$ cat config.mk
export PLATFORM = sky130hd
export DESIGN_NAME = dmem_arbiter
export DESIGN_NICKNAME = d
export VERILOG_FILES = /design/src/rtl/dmem_arbiter_pkg.sv /design/src/rtl/dmem_arbiter_sat_counter.sv /design/src/rtl/dmem_arbiter.sv
export SDC_FILE = /design/constraint.sdc
export NUM_CORES = 1
export LEC_CHECK = 0
export CAP_MARGIN = 0
export CORE_AREA = 2 2 114 116
export DETAILED_ROUTE_END_ITERATION = 6
export DIE_AREA = 0 0 116 118
export DONT_BUFFER_PORTS = 1
export HOLD_SLACK_MARGIN = 0.08
export PLACE_DENSITY = 0.41
export SLEW_MARGIN = 20
export SYNTH_ARGS = -nofsm -noshare
export SYNTH_HDL_FRONTEND = slang
export SYNTH_HIERARCHICAL = 1
export SYNTH_SLANG_ARGS = --single-unit
$ cat constraint.sdc
create_clock -name i_CLK -period 4.5 [get_ports i_CLK]
set_clock_uncertainty 0.05 [all_clocks]
set_input_delay 0.9 -clock i_CLK [delete_from_list [all_inputs] [get_ports i_CLK]]
set_output_delay 0.9 -clock i_CLK [all_outputs]
set_load 0.02 [all_outputs]
$ cat src/rtl/dmem_arbiter_pkg.sv
// Shared definitions for the data-memory arbiter: FSM state encoding and counter sizing.
package dmem_arb_defs;

    typedef enum logic {
        ARB_PIPE_PRI = 1'b0,
        ARB_DBG_PRI  = 1'b1
    } arb_state_e;

    // Bits needed to hold values 0..max_val; never narrower than one bit.
    function automatic int cnt_width(input int max_val);
        return (max_val < 1) ? 1 : $clog2(max_val + 1);
    endfunction

endpackage

$ cat src/rtl/dmem_arbiter_sat_counter.sv
// Saturating up-counter with synchronous clear; clear wins over increment.
module sat_counter #(
    parameter int WIDTH = 3,
    parameter int MAX   = 4
) (
    input  logic             clk,
    input  logic             rst_n,
    input  logic             inc,
    input  logic             clr,
    output logic [WIDTH-1:0] count
);

    localparam logic [WIDTH-1:0] MAX_VAL = WIDTH'(MAX);

    logic [WIDTH-1:0] count_reg;

    always_ff @(posedge clk or negedge rst_n) begin
        if (!rst_n) begin
            count_reg <= '0;
        end else if (clr) begin
            count_reg <= '0;
        end else if (inc && (count_reg != MAX_VAL)) begin
            count_reg <= count_reg + WIDTH'(1);
        end
    end

    assign count = count_reg;

endmodule

$ cat src/rtl/dmem_arbiter.sv
// Shares the single-port data memory between the MEM stage and a debug/loader port,
// with a starvation escape that lets debug steal a short burst of cycles.
module dmem_arbiter
    import dmem_arb_defs::*;
#(
    parameter int DATA_WIDTH    = 32,
    parameter int ADDRESS_WIDTH = 32,
    parameter int STARVE_LIMIT  = 4,
    parameter int DBG_BURST     = 2
) (
    input  logic                     i_CLK,
    input  logic                     i_RST_N,
    input  logic [ADDRESS_WIDTH-1:0] i_ALUOutM,
    input  logic [DATA_WIDTH-1:0]    i_WriteDataM,
    input  logic                     i_MemWriteM,
    input  logic                     i_MemReadM,
    output logic [DATA_WIDTH-1:0]    o_ReadDataM,
    output logic                     o_StallM,
    input  logic                     i_DbgReq,
    input  logic                     i_DbgWe,
    input  logic [ADDRESS_WIDTH-1:0] i_DbgAddr,
    input  logic [DATA_WIDTH-1:0]    i_DbgWData,
    output logic                     o_DbgGnt,
    output logic [DATA_WIDTH-1:0]    o_DbgRData,
    output logic                     o_DbgRValid,
    output logic [ADDRESS_WIDTH-1:0] o_MemAddr,
    output logic [DATA_WIDTH-1:0]    o_MemWData,
    output logic                     o_MemWE,
    input  logic [DATA_WIDTH-1:0]    i_MemRData
);

    localparam int STARVE_W = cnt_width(STARVE_LIMIT);
    localparam int BURST_W  = cnt_width(DBG_BURST);
    // Values from which one more step reaches the limit.
    localparam logic [STARVE_W-1:0] STARVE_LAST = STARVE_W'(STARVE_LIMIT - 1);
    localparam logic [BURST_W-1:0]  BURST_LAST  = BURST_W'(DBG_BURST - 1);

    arb_state_e state_reg, state_next;

    logic                  pipe_acc;
    logic                  dbg_gnt;
    logic                  starve_inc, starve_clr;
    logic                  burst_inc, burst_clr;
    logic [STARVE_W-1:0]   starve_cnt;
    logic [BURST_W-1:0]    burst_cnt;
    logic [DATA_WIDTH-1:0] dbg_rdata_reg;
    logic                  dbg_rvalid_reg;

    assign pipe_acc = i_MemReadM | i_MemWriteM;

    always_ff @(posedge i_CLK or negedge i_RST_N) begin
        if (!i_RST_N) begin
            state_reg <= ARB_PIPE_PRI;
        end else begin
            state_reg <= state_next;
        end
    end

    always_comb begin
        state_next = state_reg;
        dbg_gnt    = 1'b0;
        case (state_reg)
            ARB_PIPE_PRI: begin
                dbg_gnt = i_DbgReq & ~pipe_acc;
                if (i_DbgReq && !dbg_gnt && (starve_cnt == STARVE_LAST)) begin
                    state_next = ARB_DBG_PRI;
                end
            end
            ARB_DBG_PRI: begin
                dbg_gnt = i_DbgReq;
                // Leave when the burst is used up or the requester goes away.
                if (!i_DbgReq || (burst_cnt == BURST_LAST)) begin
                    state_next = ARB_PIPE_PRI;
                end
            end
            default: begin
                state_next = ARB_PIPE_PRI;
            end
        endcase
    end

    assign starve_inc = i_DbgReq & ~dbg_gnt;
    assign starve_clr = ~i_DbgReq | dbg_gnt
                      | ((state_reg == ARB_DBG_PRI) && (state_next == ARB_PIPE_PRI));
    assign burst_inc  = (state_reg == ARB_DBG_PRI) & dbg_gnt;
    assign burst_clr  = (state_reg != state_next);

    sat_counter #(
        .WIDTH (STARVE_W),
        .MAX   (STARVE_LIMIT)
    ) u_starve_cnt (
        .clk   (i_CLK),
        .rst_n (i_RST_N),
        .inc   (starve_inc),
        .clr   (starve_clr),
        .count (starve_cnt)
    );

    sat_counter #(
        .WIDTH (BURST_W),
        .MAX   (DBG_BURST)
    ) u_burst_cnt (
        .clk   (i_CLK),
        .rst_n (i_RST_N),
        .inc   (burst_inc),
        .clr   (burst_clr),
        .count (burst_cnt)
    );

    assign o_DbgGnt    = dbg_gnt;
    assign o_StallM    = dbg_gnt & pipe_acc;
    assign o_ReadDataM = i_MemRData;
    assign o_MemAddr   = dbg_gnt ? i_DbgAddr  : i_ALUOutM;
    assign o_MemWData  = dbg_gnt ? i_DbgWData : i_WriteDataM;
    assign o_MemWE     = dbg_gnt ? i_DbgWe    : i_MemWriteM;

    always_ff @(posedge i_CLK or negedge i_RST_N) begin
        if (!i_RST_N) begin
            dbg_rdata_reg  <= '0;
            dbg_rvalid_reg <= 1'b0;
        end else begin
            dbg_rvalid_reg <= dbg_gnt & ~i_DbgWe;
            if (dbg_gnt && !i_DbgWe) begin
                dbg_rdata_reg <= i_MemRData;
            end
        end
    end

    assign o_DbgRData  = dbg_rdata_reg;
    assign o_DbgRValid = dbg_rvalid_reg;

endmodule

==> impl_metrics.toml <==
[run_status]
result_of_the_run = "complete, no violations"

[logic_synthesis]
yosys.cell_count.top_type = "mux2_2"
avgSynthCellArea_um2 = 12.39
mappedNetlistArea_um2 = 2714
async_reset_ff_share_pct = 100.0
synthDistinctLibCells = 24
synth-edff-count = 0
synth.cells.most_frequent = "93 x mux2_2, 39 x dfrtp_1, 37 x buf_4"
synth.yosys.seq_area_share_pct = 35.96
syn_inst = 219
synth_top_cells_by_area = "mux2_2 39%, dfrtp_1 36%, buf_4 10%"
synthDominantCellAreaShare_pct = 38.59
synth_flop_cell = "dfrtp_1"
synth_warnings = 6
yosysTopAreaCell = "mux2_2"
register_bit_total_from_synthesis = 39
mappedNetlistNets = 389

[floorplanning]
placeableCoreArea_um2 = 12410
initial_utilization_pct = 21.86
die_h_um = 118
placementRows = 41
ioPinCount = 298
floorplan.die_area_um2 = 13690
die-width_um = 116

[finish]
drive_above_1_share_pct = 58.92
final_core_utilization_pct = 22.30
area_growth_syn_to_layout_pct = 2.029
number_of_flip_flops_under_the_largest_register_name = 32
numnets_final = 356

[placed_design]
place_congestion = 0.7089
detailedPlacementHpwl_um = 7554
place.port_buffers = 0

[pwr]
power.share.combinational_pct = 19.6
netSwitchingFraction_pct = 34.43
power.switching_uw = 376.1
vdd.ir_drop.worst_v = 0.0001631
power.internal_uw = 716.2
seq_power_share_pct = 50.2
clock_power_share_pct = 30.2
power.static_leakage_uw = 0.001115
power-per-cell-area_nw_per_um2 = 394.5

[grt]
grt_first_pass_wirelength_um = 11520
gr-total-overflow = 0
grt_antenna_before_repair = 3
globalRouteTotalUtil_pct = 11.82
maximum_number_of_pins_on_one_net_before_global_route_repair = 66
grt_pass1_vias = 1729

[flow_run]
max_cap_viol_count = 0

[clock_tree]
path_clk_slew_ns = 0.06
worstSkewPairLatency_ns = 0.28
clockRootBuffer = "clkbuf_16"
cts_htree_levels = 2
cts_hold_buffers = 0
ctsLongestPathBuffers = 2
post_cts_resize_count = 0
post_cts_repair_setup_buffers = 0
tritoncts_num_sinks = 39
clock_tree_from_tritoncts = "yes"
total_cts_buffers = 5

[critical_path]
worstSetupStartpointType = "input pin"
worstPathMaxFanout = 65
timing.rr.start = "state_reg"
arrival_ns = 2.26
worstRegToRegCells = 7
crit-reg2reg-capture = "u_burst_cnt/count[1]"
startpoint = "i_MemReadM"
critical_path_type = "in -> out"
r2r_setup_slack_ns = 2.65
worstPathRequired_ns = 3.55
timing.critical_path.to_type = "output port"

[timing]
period_needed_ns = 3.215
slew_at_the_pin_closest_to_its_max_slew_limit_ns = 0.7746
layout_worst_path_cycle_share_pct = 71.44
setup-tns-final_ns = 0
fmax_ghz = 0.3111
slew_violations = 0
grt_setup_unrepaired = "false"
timing.final.hold_violations = 0
max_slew_margin_pct = 48.36
finalSetupViolCount = 0

[route]
vias = 1603
route.detailed.wl_per_inst_um = 24.82
drt-total-wl_um = 8887
drcViolationCount = 0
routed_via_density = 4.478
detailedRoute.firstIterationViolations = 73
final_antenna_net_count = 0
dr.pass1.iters = 4

[hold_path]
hp-class = "in -> async"
## cell type report
cell class | count | area [um2]
diodes | 1 | 2.502
clock buffers | 5 | 125.1
clock inverters | 1 | 7.507
flip-flops and latches | 39 | 975.9
fillers | 1349 | 9646
multi-input cells | 132 | 1405
well taps | 172 | 215.2
repair buffers | 2 | 15.01
inverters | 6 | 22.52
## placed cells by master (no fill, tap or decap), types with 2 or more instances in the layout
cell | netlist | layout
a32o_1 | 2 | 2
and2_1 | 2 | 2
buf_4 | 37 | 2
clkbuf_16 | 0 | 5
dfrtp_1 | 39 | 39
ha_1 | 4 | 4
inv_1 | 6 | 6
mux2_1 | 3 | 3
mux2_2 | 93 | 93
mux2_4 | 3 | 3
nand2_1 | 2 | 2
nand2b_1 | 5 | 5
nor2_1 | 5 | 5
nor2b_1 | 4 | 4
## worst max-delay path by stage
stage / to / cells past startpoint
2_1_floorplan: o_MemAddr[10] / 5
3_3_place_gp: o_MemWData[20] / 4
3_5_place_dp: o_MemWData[20] / 4
4_1_cts: o_MemWData[20] / 4
5_1_grt: o_MemWData[20] / 4
6_report: o_MemWData[25] / 4
## stage by stage
| step | area [um2] | total power (uW) | hold slack [ns] | setup slack (ns) | std cells |
|---|---|---|---|---|---|
| final | 2769 | 1092 | 0.2634 | 1.285 | 358 |
| after global placement | 2634 | 768.4 | 0.5254 | 1.337 | 351 |
| after detailed placement | 2634 | 772.9 | 0.5455 | 1.309 | 351 |
| after floorplan | 2714 | 772.5 | 0.4952 | 1.662 | 219 |
| after global routing | 2769 | 1142 | 0.2510 | 1.212 | 358 |
| after CTS | 2766 | 1114 | 0.2561 | 1.310 | 357 |
## routing by layer
| metal | up-vias | share of wire, % | GRT usage [%] |
|---|---|---|---|
| met5 | - | 0 | 0 |
| met4 | 0 | 2.4 | 4.018 |
| met3 | 17 | 9.5 | 3.141 |
| met2 | 159 | 53 | 22.15 |
| met1 | 760 | 35 | 12.48 |
| li1 | 667 | - | - |
## critical path, stage by stage
cell	delay (ns)
nor2_1	0.05
o21ai_4	0.11
buf_4	0.60
mux2_2	0.53
## logic make-up (layout without fill, tap and decap cells)
family,after synthesis,count (layout),share of synthesized area [%]
flops,39,39,35.96
other cells,0,1,0
simple gates,22,22,5.256
fa+ha+maj,4,4,1.844
mux,100,100,41.86
compound gates,6,6,2.397
buf+inv,48,14,12.68
## power by group through the flow
stage	Combinational (uW)	Sequential, uW	Clock, uW
6_report	214	548	330
5_1_grt	226	557	359
4_1_cts	218	551	346
3_5_place_dp	219	554	0
3_3_place_gp	213	556	0
2_1_floorplan	233	539	0
Note: power is estimated with default switching activity, not from simulation.
